File: config.mk
export PLATFORM = sky130hd
export DESIGN_NAME = ball_packet_tx
export DESIGN_NICKNAME = d
export VERILOG_FILES = /design/src/rtl/ball_packet_tx.sv
export SDC_FILE = /design/constraint.sdc
export NUM_CORES = 1
export LEC_CHECK = 0
export CORE_ASPECT_RATIO = 1.1
export CORE_MARGIN = 2
export CORE_UTILIZATION = 35
export DETAILED_ROUTE_END_ITERATION = 16
export GPL_TIMING_DRIVEN = 0
export MAX_ROUTING_LAYER = met4
export PLACE_DENSITY_LB_ADDON = 0.25
export SLEW_MARGIN = 20
export SYNTH_ARGS = -nofsm -noshare
export SYNTH_HDL_FRONTEND = slang
export SYNTH_SLANG_ARGS = --single-unit
File: constraint.sdc
create_clock -name clk_25MHZ -period 2.3 [get_ports clk_25MHZ]
set_input_delay 0.345 -clock clk_25MHZ [delete_from_list [all_inputs] [get_ports clk_25MHZ]]
set_output_delay 0.345 -clock clk_25MHZ [all_outputs]
set_load 0.005 [all_outputs]
File: src/rtl/ball_packet_tx.sv
// Ball hand-off transmitter. It latches the ball state on a send or lose edge and writes it
// as a six-byte register frame (pointer 0x00) to the peer board through a byte-level I2C
// master command port. A failed attempt is closed with STOP, followed by a back-off gap,
// and is then retried from START.
module ball_packet_tx #(
  parameter logic [6:0]  SLAVE_ADDR  = 7'h42,
  parameter int unsigned MAX_RETRY   = 3,
  parameter int unsigned RETRY_GAP   = 2500,
  parameter int unsigned CMD_TIMEOUT = 25000
) (
  input  logic       clk_25MHZ,
  input  logic       reset,
  input  logic       ball_send_trigger,
  input  logic       is_lose,
  input  logic [9:0] ball_y,
  input  logic [7:0] ball_vy,
  input  logic [1:0] gravity_counter,
  input  logic       speed_slow,
  output logic       is_i2c_master_done,
  output logic       tx_busy,
  output logic       tx_error,
  output logic       cmd_valid,
  output logic [1:0] cmd_op,
  output logic [7:0] cmd_data,
  input  logic       cmd_ready,
  input  logic       cmd_done,
  input  logic       cmd_nack
);

  localparam logic [1:0] OpStart = 2'd0;
  localparam logic [1:0] OpWrite = 2'd1;
  localparam logic [1:0] OpStop  = 2'd2;

  // One timer serves both the command timeout and the retry gap.
  localparam int unsigned TimerMax = (CMD_TIMEOUT > RETRY_GAP) ? CMD_TIMEOUT : RETRY_GAP;
  localparam int unsigned TimerW   = $clog2(TimerMax + 1);

  typedef enum logic [2:0] {
    StIdle,
    StStart,
    StAddr,
    StReg,
    StData,
    StStop,
    StDone,
    StGap
  } state_e;

  state_e            state_q, state_d;
  logic              wait_q, wait_d;     // command accepted, waiting for cmd_done
  logic              fail_q, fail_d;     // the STOP in flight closes a failed attempt
  logic [TimerW-1:0] timer_q, timer_d;
  logic [2:0]        retry_q, retry_d;
  logic [2:0]        idx_q, idx_d;
  logic [5:0][7:0]   frame_q, frame_d;
  logic              trig_q, trig_d;
  logic              lose_q, lose_d;
  logic              done_q, done_d;
  logic              busy_q, busy_d;
  logic              err_q, err_d;
  logic              valid_q, valid_d;
  logic [1:0]        op_q, op_d;
  logic [7:0]        data_q, data_d;

  logic              rise_trig, rise_lose, start_edge;
  logic              is_write, timed_out, cmd_pass, cmd_fail, cmd_end;
  logic              begin_frame, attempt_fail, launch;
  logic [1:0]        launch_op;
  logic [7:0]        launch_data;

  function automatic logic [7:0] frame_byte(input logic [5:0][7:0] f, input logic [2:0] i);
    logic [7:0] b;
    case (i)
      3'd0:    b = f[0];
      3'd1:    b = f[1];
      3'd2:    b = f[2];
      3'd3:    b = f[3];
      3'd4:    b = f[4];
      3'd5:    b = f[5];
      default: b = 8'h00;
    endcase
    return b;
  endfunction

  // Next-state logic: edge detect, command handshake, frame sequencing and retry control.
  always_comb begin
    state_d     = state_q;
    wait_d      = wait_q;
    fail_d      = fail_q;
    timer_d     = timer_q;
    retry_d     = retry_q;
    idx_d       = idx_q;
    frame_d     = frame_q;
    trig_d      = ball_send_trigger;
    lose_d      = is_lose;
    done_d      = done_q;
    err_d       = err_q;
    valid_d     = valid_q;
    op_d        = op_q;
    data_d      = data_q;
    begin_frame  = 1'b0;
    attempt_fail = 1'b0;
    launch       = 1'b0;
    launch_op    = OpStart;
    launch_data  = 8'h00;

    rise_trig  = ball_send_trigger & ~trig_q;
    rise_lose  = is_lose & ~lose_q;
    start_edge = rise_trig | rise_lose;

    is_write  = (op_q == OpWrite);
    timed_out = wait_q && !cmd_done && (timer_q == TimerW'(CMD_TIMEOUT - 1));
    cmd_pass  = wait_q && cmd_done && !(cmd_nack && is_write);
    cmd_fail  = (wait_q && cmd_done && cmd_nack && is_write) || timed_out;
    cmd_end   = wait_q && (cmd_done || timed_out);

    // cmd_op/cmd_data stay put while cmd_valid waits for cmd_ready.
    if (valid_q && cmd_ready) begin
      valid_d = 1'b0;
      wait_d  = 1'b1;
      timer_d = '0;
    end else if (wait_q && !cmd_end) begin
      timer_d = timer_q + 1'b1;
    end
    if (cmd_end) begin
      wait_d = 1'b0;
    end

    unique case (state_q)
      StIdle: begin
        if (start_edge) begin
          begin_frame = 1'b1;
        end
      end
      StDone: begin
        if (start_edge) begin
          begin_frame = 1'b1;
        end else if (!ball_send_trigger && !is_lose) begin
          state_d = StIdle;
          done_d  = 1'b0;
        end
      end
      StStart: begin
        if (cmd_fail) begin
          attempt_fail = 1'b1;
        end else if (cmd_pass) begin
          state_d     = StAddr;
          launch      = 1'b1;
          launch_op   = OpWrite;
          launch_data = {SLAVE_ADDR, 1'b0};
        end
      end
      StAddr: begin
        if (cmd_fail) begin
          attempt_fail = 1'b1;
        end else if (cmd_pass) begin
          state_d     = StReg;
          launch      = 1'b1;
          launch_op   = OpWrite;
          launch_data = 8'h00;
        end
      end
      StReg: begin
        if (cmd_fail) begin
          attempt_fail = 1'b1;
        end else if (cmd_pass) begin
          state_d     = StData;
          idx_d       = 3'd0;
          launch      = 1'b1;
          launch_op   = OpWrite;
          launch_data = frame_byte(frame_q, 3'd0);
        end
      end
      StData: begin
        if (cmd_fail) begin
          attempt_fail = 1'b1;
        end else if (cmd_pass) begin
          if (idx_q == 3'd5) begin
            state_d   = StStop;
            fail_d    = 1'b0;
            launch    = 1'b1;
            launch_op = OpStop;
          end else begin
            idx_d       = idx_q + 3'd1;
            launch      = 1'b1;
            launch_op   = OpWrite;
            launch_data = frame_byte(frame_q, idx_q + 3'd1);
          end
        end
      end
      StStop: begin
        // STOP's own outcome is ignored; only the attempt result matters.
        if (cmd_end) begin
          if (!fail_q) begin
            state_d = StDone;
            done_d  = 1'b1;
            err_d   = 1'b0;
          end else if (retry_q >= 3'(MAX_RETRY)) begin
            state_d = StDone;
            done_d  = 1'b1;
            err_d   = 1'b1;
          end else begin
            state_d = StGap;
            timer_d = '0;
          end
        end
      end
      StGap: begin
        if (timer_q == TimerW'(RETRY_GAP - 1)) begin
          state_d   = StStart;
          idx_d     = 3'd0;
          retry_d   = (retry_q == 3'd7) ? retry_q : retry_q + 3'd1;
          fail_d    = 1'b0;
          launch    = 1'b1;
          launch_op = OpStart;
        end else begin
          timer_d = timer_q + 1'b1;
        end
      end
      default: state_d = StIdle;
    endcase

    // Latch the ball state on the same cycle the edge is seen.
    if (begin_frame) begin
      frame_d[0] = {ball_y[9:8], 6'b0};
      frame_d[1] = ball_y[7:0];
      frame_d[2] = ball_vy;
      frame_d[3] = {6'b0, gravity_counter};
      frame_d[4] = {7'b0, speed_slow};
      frame_d[5] = {7'b0, rise_lose};
      retry_d    = 3'd0;
      idx_d      = 3'd0;
      err_d      = 1'b0;
      done_d     = 1'b0;
      fail_d     = 1'b0;
      state_d    = StStart;
      launch     = 1'b1;
      launch_op  = OpStart;
    end

    if (attempt_fail) begin
      state_d   = StStop;
      fail_d    = 1'b1;
      launch    = 1'b1;
      launch_op = OpStop;
    end

    if (launch) begin
      valid_d = 1'b1;
      op_d    = launch_op;
      data_d  = launch_data;
      wait_d  = 1'b0;
    end

    busy_d = (state_d != StIdle) && (state_d != StDone);
  end

  // State and registered outputs; reset aborts any frame without issuing STOP.
  always_ff @(posedge clk_25MHZ or posedge reset) begin
    if (reset) begin
      state_q <= StIdle;
      wait_q  <= 1'b0;
      fail_q  <= 1'b0;
      timer_q <= '0;
      retry_q <= 3'd0;
      idx_q   <= 3'd0;
      frame_q <= '0;
      trig_q  <= 1'b0;
      lose_q  <= 1'b0;
      done_q  <= 1'b0;
      busy_q  <= 1'b0;
      err_q   <= 1'b0;
      valid_q <= 1'b0;
      op_q    <= 2'd0;
      data_q  <= 8'h00;
    end else begin
      state_q <= state_d;
      wait_q  <= wait_d;
      fail_q  <= fail_d;
      timer_q <= timer_d;
      retry_q <= retry_d;
      idx_q   <= idx_d;
      frame_q <= frame_d;
      trig_q  <= trig_d;
      lose_q  <= lose_d;
      done_q  <= done_d;
      busy_q  <= busy_d;
      err_q   <= err_d;
      valid_q <= valid_d;
      op_q    <= op_d;
      data_q  <= data_d;
    end
  end

  assign is_i2c_master_done = done_q;
  assign tx_busy            = busy_q;
  assign tx_error           = err_q;
  assign cmd_valid          = valid_q;
  assign cmd_op             = op_q;
  assign cmd_data           = data_q;

endmodule
* Word-level counts from Yosys, hierarchy flattened
Cells that the tools add are included.
Storage, ports and cells: logic and storage cells 189, output and inout bits 14, input port bits 28, bits in registers 64
Cells by class: reductions and logical operators 39, equal/unequal tests 34, mux-type cells 87, magnitude comparators 1, $add $sub $neg 3, bitwise gates (word level) 5
Operators with widths (count):
- $mux 15 | 6
- $mux 3 | 26
- $mux 8 | 7
- $pmux 8 s6 | 1
- $mux 1 | 34
- $ne 3x3->1 const B | 10
- $pmux 15 s2 | 1
- $eq 3x3->1 const B | 8
- $pmux 8 s3 | 1
- $pmux 3 s7 | 1
- $ne 4x4->1 const B | 5
- $add 15x1->15 const B | 1
- $eq 15x12->1 const B | 1
- $eq 15x15->1 const B | 1
- $eq 3x2->1 const B | 4
- $logic_and 1x1->1 | 12
- $mux 2 | 5
- $reduce_and 5->1 | 2
- $reduce_bool 2->1 | 5
- $pmux 3 s3 | 1
- $reduce_bool 3->1 | 3
- $reduce_bool 4->1 | 2
- $reduce_and 7->1 | 1
- $add 3x1->3 const B | 2
- other kinds (17) | 29

* Logic depth before layout (Yosys ltp)
Gate-level depths: netlist of run 1.
depth after elaboration 13, mapped depth 10, mapped depth without buffers 8

* Worst setup path before layout of run 1
OpenSTA, ideal clock, no wires.
kind reg2reg, start register timer_q[3], end register timer_q[10], setup time 143 ps, required time 2157 ps, period minus slack after synthesis 2173 ps, path buffers 0, stages on the path, launching flop included 7, setup slack 127 ps, arrival time 2031 ps, path through dfrtp_1 > or4_4 > nor4_4 > and2_2 > o2111ai_1 > a21oi_2 > a311oi_1
On the way: word-level cells in the longest chain between the ends 12, elaborated cells between the ends (all ways) 15, classes of those cells 1 x add/sub; 2 x eq/ne; 7 x mux; 5 x reduce/logical
RTL lines:
- from (decl) | RTL line 52 | logic [TimerW-1:0] timer_q, timer_d;
- from (signal assigned) | RTL line 280 | timer_q <= timer_d;
- branches (longest 11 deep; another with $add 15x1->15)
- $pmux 15 s2 (*) | RTL line 129 | unique case (state_q)
- named net timer_d[10] | RTL line 52
Mark *: on every way through the listed nets, which the timed path passes. A chain may end at the register's enable or synchronous reset.

* Final worst setup path of run 1
start register timer_q[2], end register busy_q, in the netlist tx_busy
On the way: word-level cells in the longest chain between the ends 10, elaborated cells between the ends (all ways) 20, classes of those cells 3 x eq/ne; 11 x mux; 6 x reduce/logical
RTL lines:
- $eq 15x15->1 | RTL line 112 | timed_out = wait_q && !cmd_done && (timer_q == TimerW'(CMD_TIMEOUT - 1));
- $logic_and 1x1->1 | RTL line 112
- $logic_or 1x1->1 | RTL line 115 | cmd_end = wait_q && (cmd_done || timed_out);
- $logic_and 1x1->1 | RTL line 115
- $mux 3 | RTL line 193 | if (cmd_end) begin
- $pmux 3 s7 | RTL line 129
- $mux 3 | RTL line 224 | if (begin_frame) begin
- $mux 3 (*) | RTL line 241 | if (attempt_fail) begin
- $ne 3x3->1 or $reduce_bool 3->1 (tied branches) | RTL line 255 | busy_d = (state_d != StIdle) && (state_d != StDone);
- $logic_and 1x1->1 (*) | RTL line 255
- named net busy_d | RTL line 59 | logic busy_q, busy_d;
- to (signal assigned) | RTL line 287 | busy_q <= busy_d;
- to (decl) | RTL line 59
Mark *: on every way through the listed nets, which the timed path passes. The rest lies on a longest branch.

==> results of run 1 <==
==> where the power goes <==
part / total (mW) / leakage [nW] / internal (mW) / switching [mW]
combinational: 1.53 / 0.928 / 0.766 / 0.765
clock: 1.19 / 0.124 / 0.751 / 0.441
sequential: 1.65 / 0.819 / 1.44 / 0.207
==> registers in the layout, indices dropped and copies added (netlist names), 2 cells and up <==
name      cells
cmd_data      8
state_q       3
cmd_op        2
retry_q       3
frame_q      22
idx_q         3
timer_q      15
==> worst max-delay path, delay by kind of cell, from the launching register on <==
family | cells | cell delay (ns)
buf+inv | 1 | 0.18
compound gates | 3 | 0.75
flops | 1 | 0.44
simple gates | 3 | 0.87
==> metal layers <==
metal  vias to the layer above  share of wire, %  track usage, %
met2                        63                46            26.7
met4                         0               1.5            4.70
met3                        11               4.9            4.03
li1                       1349                 -               -
met1                      1389                47            21.5
met5                         -                 0               -
==> cells in the final DEF, fill, tap and decap left out, types with 3 or more instances in the layout <==
| cell | netlist | layout |
|---|---|---|
| sky130_fd_sc_hd__a2111oi_4 | 0 | 3 |
| sky130_fd_sc_hd__a21o_1 | 6 | 5 |
| sky130_fd_sc_hd__a21oi_1 | 14 | 13 |
| sky130_fd_sc_hd__a22o_1 | 3 | 3 |
| sky130_fd_sc_hd__a22oi_1 | 6 | 6 |
| sky130_fd_sc_hd__a311oi_1 | 7 | 6 |
| sky130_fd_sc_hd__a31oi_1 | 4 | 4 |
| sky130_fd_sc_hd__and2_1 | 3 | 3 |
| sky130_fd_sc_hd__and3_1 | 6 | 6 |
| sky130_fd_sc_hd__buf_4 | 0 | 9 |
| sky130_fd_sc_hd__bufinv_16 | 0 | 3 |
| sky130_fd_sc_hd__clkbuf_1 | 7 | 5 |
| sky130_fd_sc_hd__clkbuf_8 | 0 | 10 |
| sky130_fd_sc_hd__clkdlybuf4s50_1 | 0 | 40 |
| sky130_fd_sc_hd__dfrtp_1 | 64 | 59 |
| sky130_fd_sc_hd__dfrtp_2 | 0 | 5 |
| sky130_fd_sc_hd__ha_1 | 10 | 10 |
| sky130_fd_sc_hd__inv_1 | 11 | 10 |
| sky130_fd_sc_hd__mux2_2 | 21 | 21 |
| sky130_fd_sc_hd__mux2i_1 | 3 | 3 |
| sky130_fd_sc_hd__nand2_1 | 25 | 24 |
| sky130_fd_sc_hd__nand3_1 | 15 | 15 |
| sky130_fd_sc_hd__nand4b_1 | 4 | 4 |
| sky130_fd_sc_hd__nor2_1 | 19 | 19 |
| sky130_fd_sc_hd__nor2b_1 | 7 | 5 |
| sky130_fd_sc_hd__nor3_1 | 6 | 5 |
| sky130_fd_sc_hd__o21ai_0 | 17 | 17 |
| sky130_fd_sc_hd__or2_2 | 3 | 3 |
| sky130_fd_sc_hd__or3_1 | 5 | 5 |
==> area by class of cell <==
cell class / count / area (um2)
clock buffers: 11 / 141
repair buffers: 51 / 500
well taps: 117 / 146
plain buffers: 11 / 65.1
flip-flops and latches: 64 / 1610
fillers: 895 / 4930
inverters: 11 / 43.8
multi-input cells: 240 / 1900
clock inverters: 5 / 104
==> metrics by stage <==
stage	instances	setup slack, ns	utilization [%]	setup TNS (ns)
2_1_floorplan	326	0.127	-	0
3_3_place_gp	484	-0.856	42.2	-67.84
3_5_place_dp	485	-0.559	42.4	-14.62
4_1_cts	503	-0.00570	46.1	-0.00570
5_1_grt	510	-0.122	47.7	-0.784
6_report	510	-0.0768	47.7	-0.0844
==> timing repair <==
item	in CTS	in global routing
cloned	0	1
setup buffers	3	6
pin swaps	2	6
resized for setup	17	26
setup endpoints to repair	28	41
==> kinds of logic after synthesis <==
kind of cell	count (synthesis)	share of synthesized area, %
compound gates	87	19.1
xor+xnor	5	1.28
fa+ha+maj	10	3.65
buf+inv	23	2.63
flops	64	46.7
mux	24	7.78
simple gates	113	18.8
==> path summary, 6_finish.rpt <==
kind	endpoint	slack, ns	depth (start not counted)
min in group clk_25MHZ	cmd_data[3]$_DFFE_PP0P_	0.48	2
max reg2reg	tx_busy$_DFF_PP0_	-0.08	7
max in group asynchronous	timer_q[10]$_DFF_PP0_	1.40	3
min	frame_q[13]$_DFFE_PP0P_	0.37	2
min reg2reg	cmd_data[3]$_DFFE_PP0P_	0.48	2
max	tx_busy$_DFF_PP0_	-0.08	7
==> summary.md, run 1 <==
| Metric | Value |
|---|---|
| Minimum clock period after layout | 2.38 ns |
| Number of maximum-capacitance constraint violations | 0 |
| Ys flop type | sky130_fd_sc_hd__dfrtp_1 |
| Final Net Count | 426 |
| Yosys top cell by area | sky130_fd_sc_hd__dfrtp_1 |
| Iteration count of the initial detailed-routing pass | 4 |
| Worst-Margin Slew | 0.519 ns |
| Critical path data arrival time | 2.59 ns |
| Vias in the first global route | 2762 |
| Summed area of non-filler cells in the final layout | 4510 um2 |
| Violations in the final reports | setup timing |
| Global Route Usage Sum | 16.8% |
| Largest net degree at the start of global routing | 35 |
| Worst-path clk slew | 0.07 ns |
| Die ar. | 10600 um2 |
| Worst setup startpoint | timer_q[2]$_DFF_PP0_ |
| Worst-case vdd ir drop | 0.421 mV |
| Global-route congestion overflow total | 0 |
| Number of antenna-violating nets in the routed design | 0 |
| Crit Reg-Reg Startpoint | timer_q[2]$_DFF_PP0_ |
| Maximum single-stage delay on the critical path | 0.55 ns |
| Antenna diodes | 0 |
| Ordered cell list for the critical path | or4b_4 -> nor4_4 -> buf_4 -> nor2_4 -> o41ai_4 -> o311a_1 -> o21bai_1 |
| Per-cell routed wire length | 16.4 um |
| Total Power | 4.37 mW |
| Number of buffers inserted by port buffering | 41 |
| Total power divided by cell area | 969 nW/um2 |
| Worst slew margin relative to its limit | 65.4% |
| Initial core utilization | 36.3% |
| Data required time of the worst path | 2.51 ns |
| Die span in x | 98.3 um |
| Synthesized net count | 364 |
| Synthesized netlist cell count | 326 |
| Critical setup path kind | flip-flop to flip-flop |
| Post-detail-place hpwl | 5.89 mm |
| Achievable clock frequency | 421 MHz |
| Clock tree root driver cell | sky130_fd_sc_hd__clkbuf_8 |
| Cell with the biggest individual delay on the critical path | sky130_fd_sc_hd__or4b_4 |
| Top cells by instance count after synthesis | sky130_fd_sc_hd__dfrtp_1, sky130_fd_sc_hd__nand2_1, sky130_fd_sc_hd__mux2_2 |
| Placement-stage cell area | 4010 um2 |
| TritonCTS buffer count | 9 |
| Critical path capture point type | flip-flop |
| Total count of hold-check failures in the final report | 0 |
| Largest fanout on the critical path | 5 |
| Routed wire length | 8.38 mm |
| PnR worst setup slack | -0.0768 ns |
| Setup violation total in the final timing report | 2 |
| Top cells by area in the synthesized netlist | sky130_fd_sc_hd__dfrtp_1, sky130_fd_sc_hd__mux2_2, sky130_fd_sc_hd__ha_1 |
| Max-slew violation total from the final report | 0 |
| Startpoint class of the critical path | flip-flop |
| Mapped Avg Cell Area | 10.5 um2 |
| Asr flop ratio synth | 100% |
| Post-synth EDFFs | 0 |
| Cell leakage power | 1.87 nW |
| Maximum clock insertion buffer count | 2 |
| Number of H-tree levels | 3 |
| Number of storage elements in the synthesis netlist | 64 |
| Total via count in the routed design | 2812 |
| Placement row count | 37 |
| Clock tree from TritonCTS | built |
| Area share of the largest cell type after synthesis | 46.7% |
| Die boundary height | 108 um |
| Count of synthesis-stage warnings from yosys | 0 |
| Post-detailed-route DRC marker count | 0 |
| Violation count after the first detailed-routing iteration | 162 |
| Share of final-layout standard cells stronger than drive strength 1 | 23.9% |
| Via-per-instance ratio | 5.51 |
| Clock latency on the worst-skew pair | 0.34 ns |
| Number of antenna violations at the first check in global routing | 0 |
| Number of sinks on the clock net | 64 |
| Worst hold margin | 0.368 ns |
| Gpl congestion | 0.877 |
| Core box area | 9440 um2 |
| IO Count | 42 |
| Layout overhead on the synthesized area | 31.6% |
| Most common cell in the synthesized netlist | sky130_fd_sc_hd__dfrtp_1 |
| Setup repair after global routing missed its margin | true |
| Setup Skew | 0.0117 ns |
| # hold bufs at CTS | 0 |
| Worst min-delay path category | input pin to asynchronous set/reset pin |
| Final critical-path share of the clock period | 103% |
| Run status | finished with violations |
| Number of unique standard cell types used by synthesis | 65 |
| Share of synthesized area occupied by flip-flops and latches | 46.7% |
| First-pass GRT wire length | 13.9 mm |
| Area of the mapped netlist | 3430 um2 |
(Power assumes the default switching activity.)
==> run 2: changes to the inputs <==
--- a/config.mk
+++ b/config.mk
@@ -9,6 +9,7 @@
 export CORE_MARGIN = 2
 export CORE_UTILIZATION = 35
 export DETAILED_ROUTE_END_ITERATION = 16
+export DONT_BUFFER_PORTS = 1
 export GPL_TIMING_DRIVEN = 0
 export MAX_ROUTING_LAYER = met4
 export PLACE_DENSITY_LB_ADDON = 0.25
==> summary.md, run 2 (synthesis results as in run 1) <==
| Metric | Value |
|---|---|
| Number of antenna-violating nets in the routed design | 0 (unchanged) |
| Total count of hold-check failures in the final report | 0 (unchanged) |
| Number of H-tree levels | 3 (unchanged) |
| Largest fanout on the critical path | 5 (unchanged) |
| Net switching fraction of the power | 34.4% (+2.1 points) |
| IO Count | 42 (unchanged) |
| Violation count after the first detailed-routing iteration | 195 (+20%) |
| Run status | finished with violations |
| PnR worst setup slack | -0.00860 ns (+0.0682 ns) |
| Count of non-filler cells in the finished layout | 465 (-8.8%) |
| Via-per-instance ratio | 5.70 (+3.4%) |
| Setup repair after global routing missed its margin | true |
| Clock tree root driver cell | sky130_fd_sc_hd__clkbuf_8 |
| Die boundary height | 108 um (unchanged) |
| Total power divided by cell area | 1020 nW/um2 (+5.0%) |
| Setup Slack @ Placement | -0.320 ns (+0.239 ns) |
| TritonCTS buffer count | 9 (unchanged) |
| Total Power | 4.10 mW (-6.1%) |
| Iteration count of the initial detailed-routing pass | 4 (unchanged) |
| Largest net degree at the start of global routing | 54 (+54%) |
| Achievable clock frequency | 433 MHz (+3.0%) |
| Worst-Margin Slew | 0.520 ns (+0.00108 ns) |
| Initial core utilization | 36.3% (unchanged) |
| Die ar. | 10600 um2 (unchanged) |
| Register area | 1610 um2 (unchanged) |
| Worst slew margin relative to its limit | 65.1% (-0.32 points) |
| Setup Skew | 0.00989 ns (-0.00183 ns) |
| Setup violation total in the final timing report | 1 (-1) |
| Hold path start | is_lose |
| Post-detail-place hpwl | 5.80 mm (-1.4%) |
| Number of sinks on the clock net | 64 (unchanged) |
| Vias in the first global route | 2730 (-1.2%) |
| Placement row count | 37 (unchanged) |
| Critical register-to-register path endpoint | tx_busy$_DFF_PP0_ |
| Core box area | 9440 um2 (unchanged) |
| Layout overhead on the synthesized area | 17.7% |
| Worst min-delay path category | input pin to flip-flop |
| Critical setup path kind | flip-flop to flip-flop |
| Share of final-layout standard cells stronger than drive strength 1 | 25.1% (+1.2 points) |
| Gpl congestion | 0.864 (-1.5%) |
| Worst-case vdd ir drop | 0.509 mV (+21%) |
| Post-detailed-route DRC marker count | 0 (unchanged) |
| Depth of the worst hold-timing path | 0 |
| Seq pwr share | 40.8% (+3.1 points) |
| R2r worst-path depth | 7 (unchanged) |
| First-pass GRT wire length | 13.7 mm (-0.85%) |
| Filler instances | 918 (+2.6%) |
| Number of buffers inserted by port buffering | 0 (-100%) |
| Cell leakage power | 1.67 nW (-11%) |
| Data required time of the worst path | 2.52 ns (about the same) |
| Max-slew violation total from the final report | 0 (unchanged) |
| Violations in the final reports | setup timing |
| Number of antenna violations at the first check in global routing | 1 (+1) |
| Worst Hold End | lose_q$_DFF_PP0_ |
| Total negative slack for setup checks | -0.00860 ns (+0.0758 ns) |
| Clock tree from TritonCTS | built |
| Number of maximum-capacitance constraint violations | 0 (unchanged) |
| Worst-path clk slew | 0.08 ns (about the same) |
| Maximum clock insertion buffer count | 2 (unchanged) |
| Die span in x | 98.3 um (unchanged) |
| Critical path capture point type | flip-flop |
| Combinational cell fraction of total power | 34.0% (-1.1 points) |
| Critical path data arrival time | 2.53 ns (-0.06 ns) |
| Global Route Usage Sum | 16.7% (-0.031 points) |
| Routed wire length | 8.21 mm (-2.0%) |
| Slack of the worst reg-to-reg path | -0.009 ns (+0.07 ns) |
| Per-cell routed wire length | 17.7 um (+7.5%) |
| Most frequent cells in the layout | sky130_fd_sc_hd__dfrtp_1, sky130_fd_sc_hd__nand2_1, sky130_fd_sc_hd__mux2_2 |
| Final critical-path share of the clock period | 100% (-3.0 points) |
| Global-route congestion overflow total | 0 (unchanged) |
| Total instance count after detailed placement | 444 (-8.5%) |
| Number of flip-flops in the largest register | 22 (unchanged) |
| Clock group share of total power | 25.2% (-2.1 points) |
| NetSw | 1.41 mW (about the same) |
| Minimum clock period after layout | 2.31 ns (-0.0682 ns) |
| Reg with most FFs | frame_q |
| Startpoint class of the critical path | flip-flop |
| Final Net Count | 381 (-11%) |
| Total via count in the routed design | 2650 (-5.8%) |
| Design internal power | 2.69 mW (-9.0%) |
| Crit Reg-Reg Startpoint | timer_q[9]$_DFF_PP0_ |
| Multi-input logic area | 1880 um2 (-0.86%) |
| Most common cell after layout, fill and taps aside | sky130_fd_sc_hd__dfrtp_1 |
| Clock latency on the worst-skew pair | 0.34 ns (about the same) |
## run 2: what timing repair did
| item | 4_1_cts | 5_1_grt |
|---|---|---|
| endpoints found under the hold margin | 11 | 0 |
| setup buffers | 2 | 5 |
| endpoints found under the setup margin | 28 | 41 |
| hold buffers | 1 | 0 |
| gates resized for setup | 16 | 23 |
| pin swaps | 3 | 7 |
## run 2: area by class of cell
cell class	count	area share, %
multi-input combinational	239	46.7
sequential	64	39.9
tap	117	3.63
clock buffer	11	3.26
timing repair buffer	9	2.23
clock inverter	4	1.74
buffer	9	1.40
inverter	11	1.09
antenna	1	0.0621
## run 2: worst max path at each step
stage / start / to / slack (ns) / cells after the start
floorplan: timer_q[3]$_DFF_PP0_ / timer_q[10]$_DFF_PP0_ / 0.13 / 6
finish: timer_q[9]$_DFF_PP0_ / tx_busy$_DFF_PP0_ / -0.009 / 7
global route: state_q[0]$_DFF_PP0_ / tx_busy$_DFF_PP0_ / -0.13 / 7
detailed placement: timer_q[0]$_DFF_PP0_ / cmd_valid$_DFFE_PP0P_ / -0.32 / 7
global placement: reset / state_q[1]$_DFF_PP0_ / -0.41 / 1
CTS: timer_q[4]$_DFF_PP0_ / tx_busy$_DFF_PP0_ / 0.01 / 6
## run 2: routing by layer
metal | share of wire (%) | vias to the layer above | GRT usage, %
met5 | 0 | - | -
met4 | 2.0 | 0 | 6.46
met3 | 6.5 | 14 | 4.22
met2 | 46 | 87 | 25.1
met1 | 45 | 1298 | 21.9
li1 | - | 1251 | -
## run 2: power groups by stage
stage	sequential, mW	clock (mW)	combinational [mW]
2_1_floorplan	1.61	0	0.984
3_3_place_gp	1.68	0	1.19
3_5_place_dp	1.69	0	1.22
4_1_cts	1.67	1.06	1.28
5_1_grt	1.72	1.11	1.54
6_report	1.68	1.03	1.39
## run 2: worst max-delay path: stages, from the launching register on
cell	delay [ns]
sky130_fd_sc_hd__dfrtp_2	0.43
sky130_fd_sc_hd__or4_4	0.56
sky130_fd_sc_hd__nor4_4	0.25
sky130_fd_sc_hd__buf_4	0.19
sky130_fd_sc_hd__and2_2	0.18
sky130_fd_sc_hd__o21ai_2	0.13
sky130_fd_sc_hd__a2111oi_4	0.33
sky130_fd_sc_hd__o21bai_1	0.12
## run 2: metrics by stage
stage | utilization [%] | instance area (um2) | hold WS (ns)
after global placement | 37.8 | 3570 | 0.377
final | 42.7 | 4030 | 0.0269
after detailed placement | 38.1 | 3600 | 0.139
after global routing | 42.7 | 4030 | 0.0100
after floorplan | - | 3430 | 0.376
after CTS | 41.2 | 3890 | 0.0150
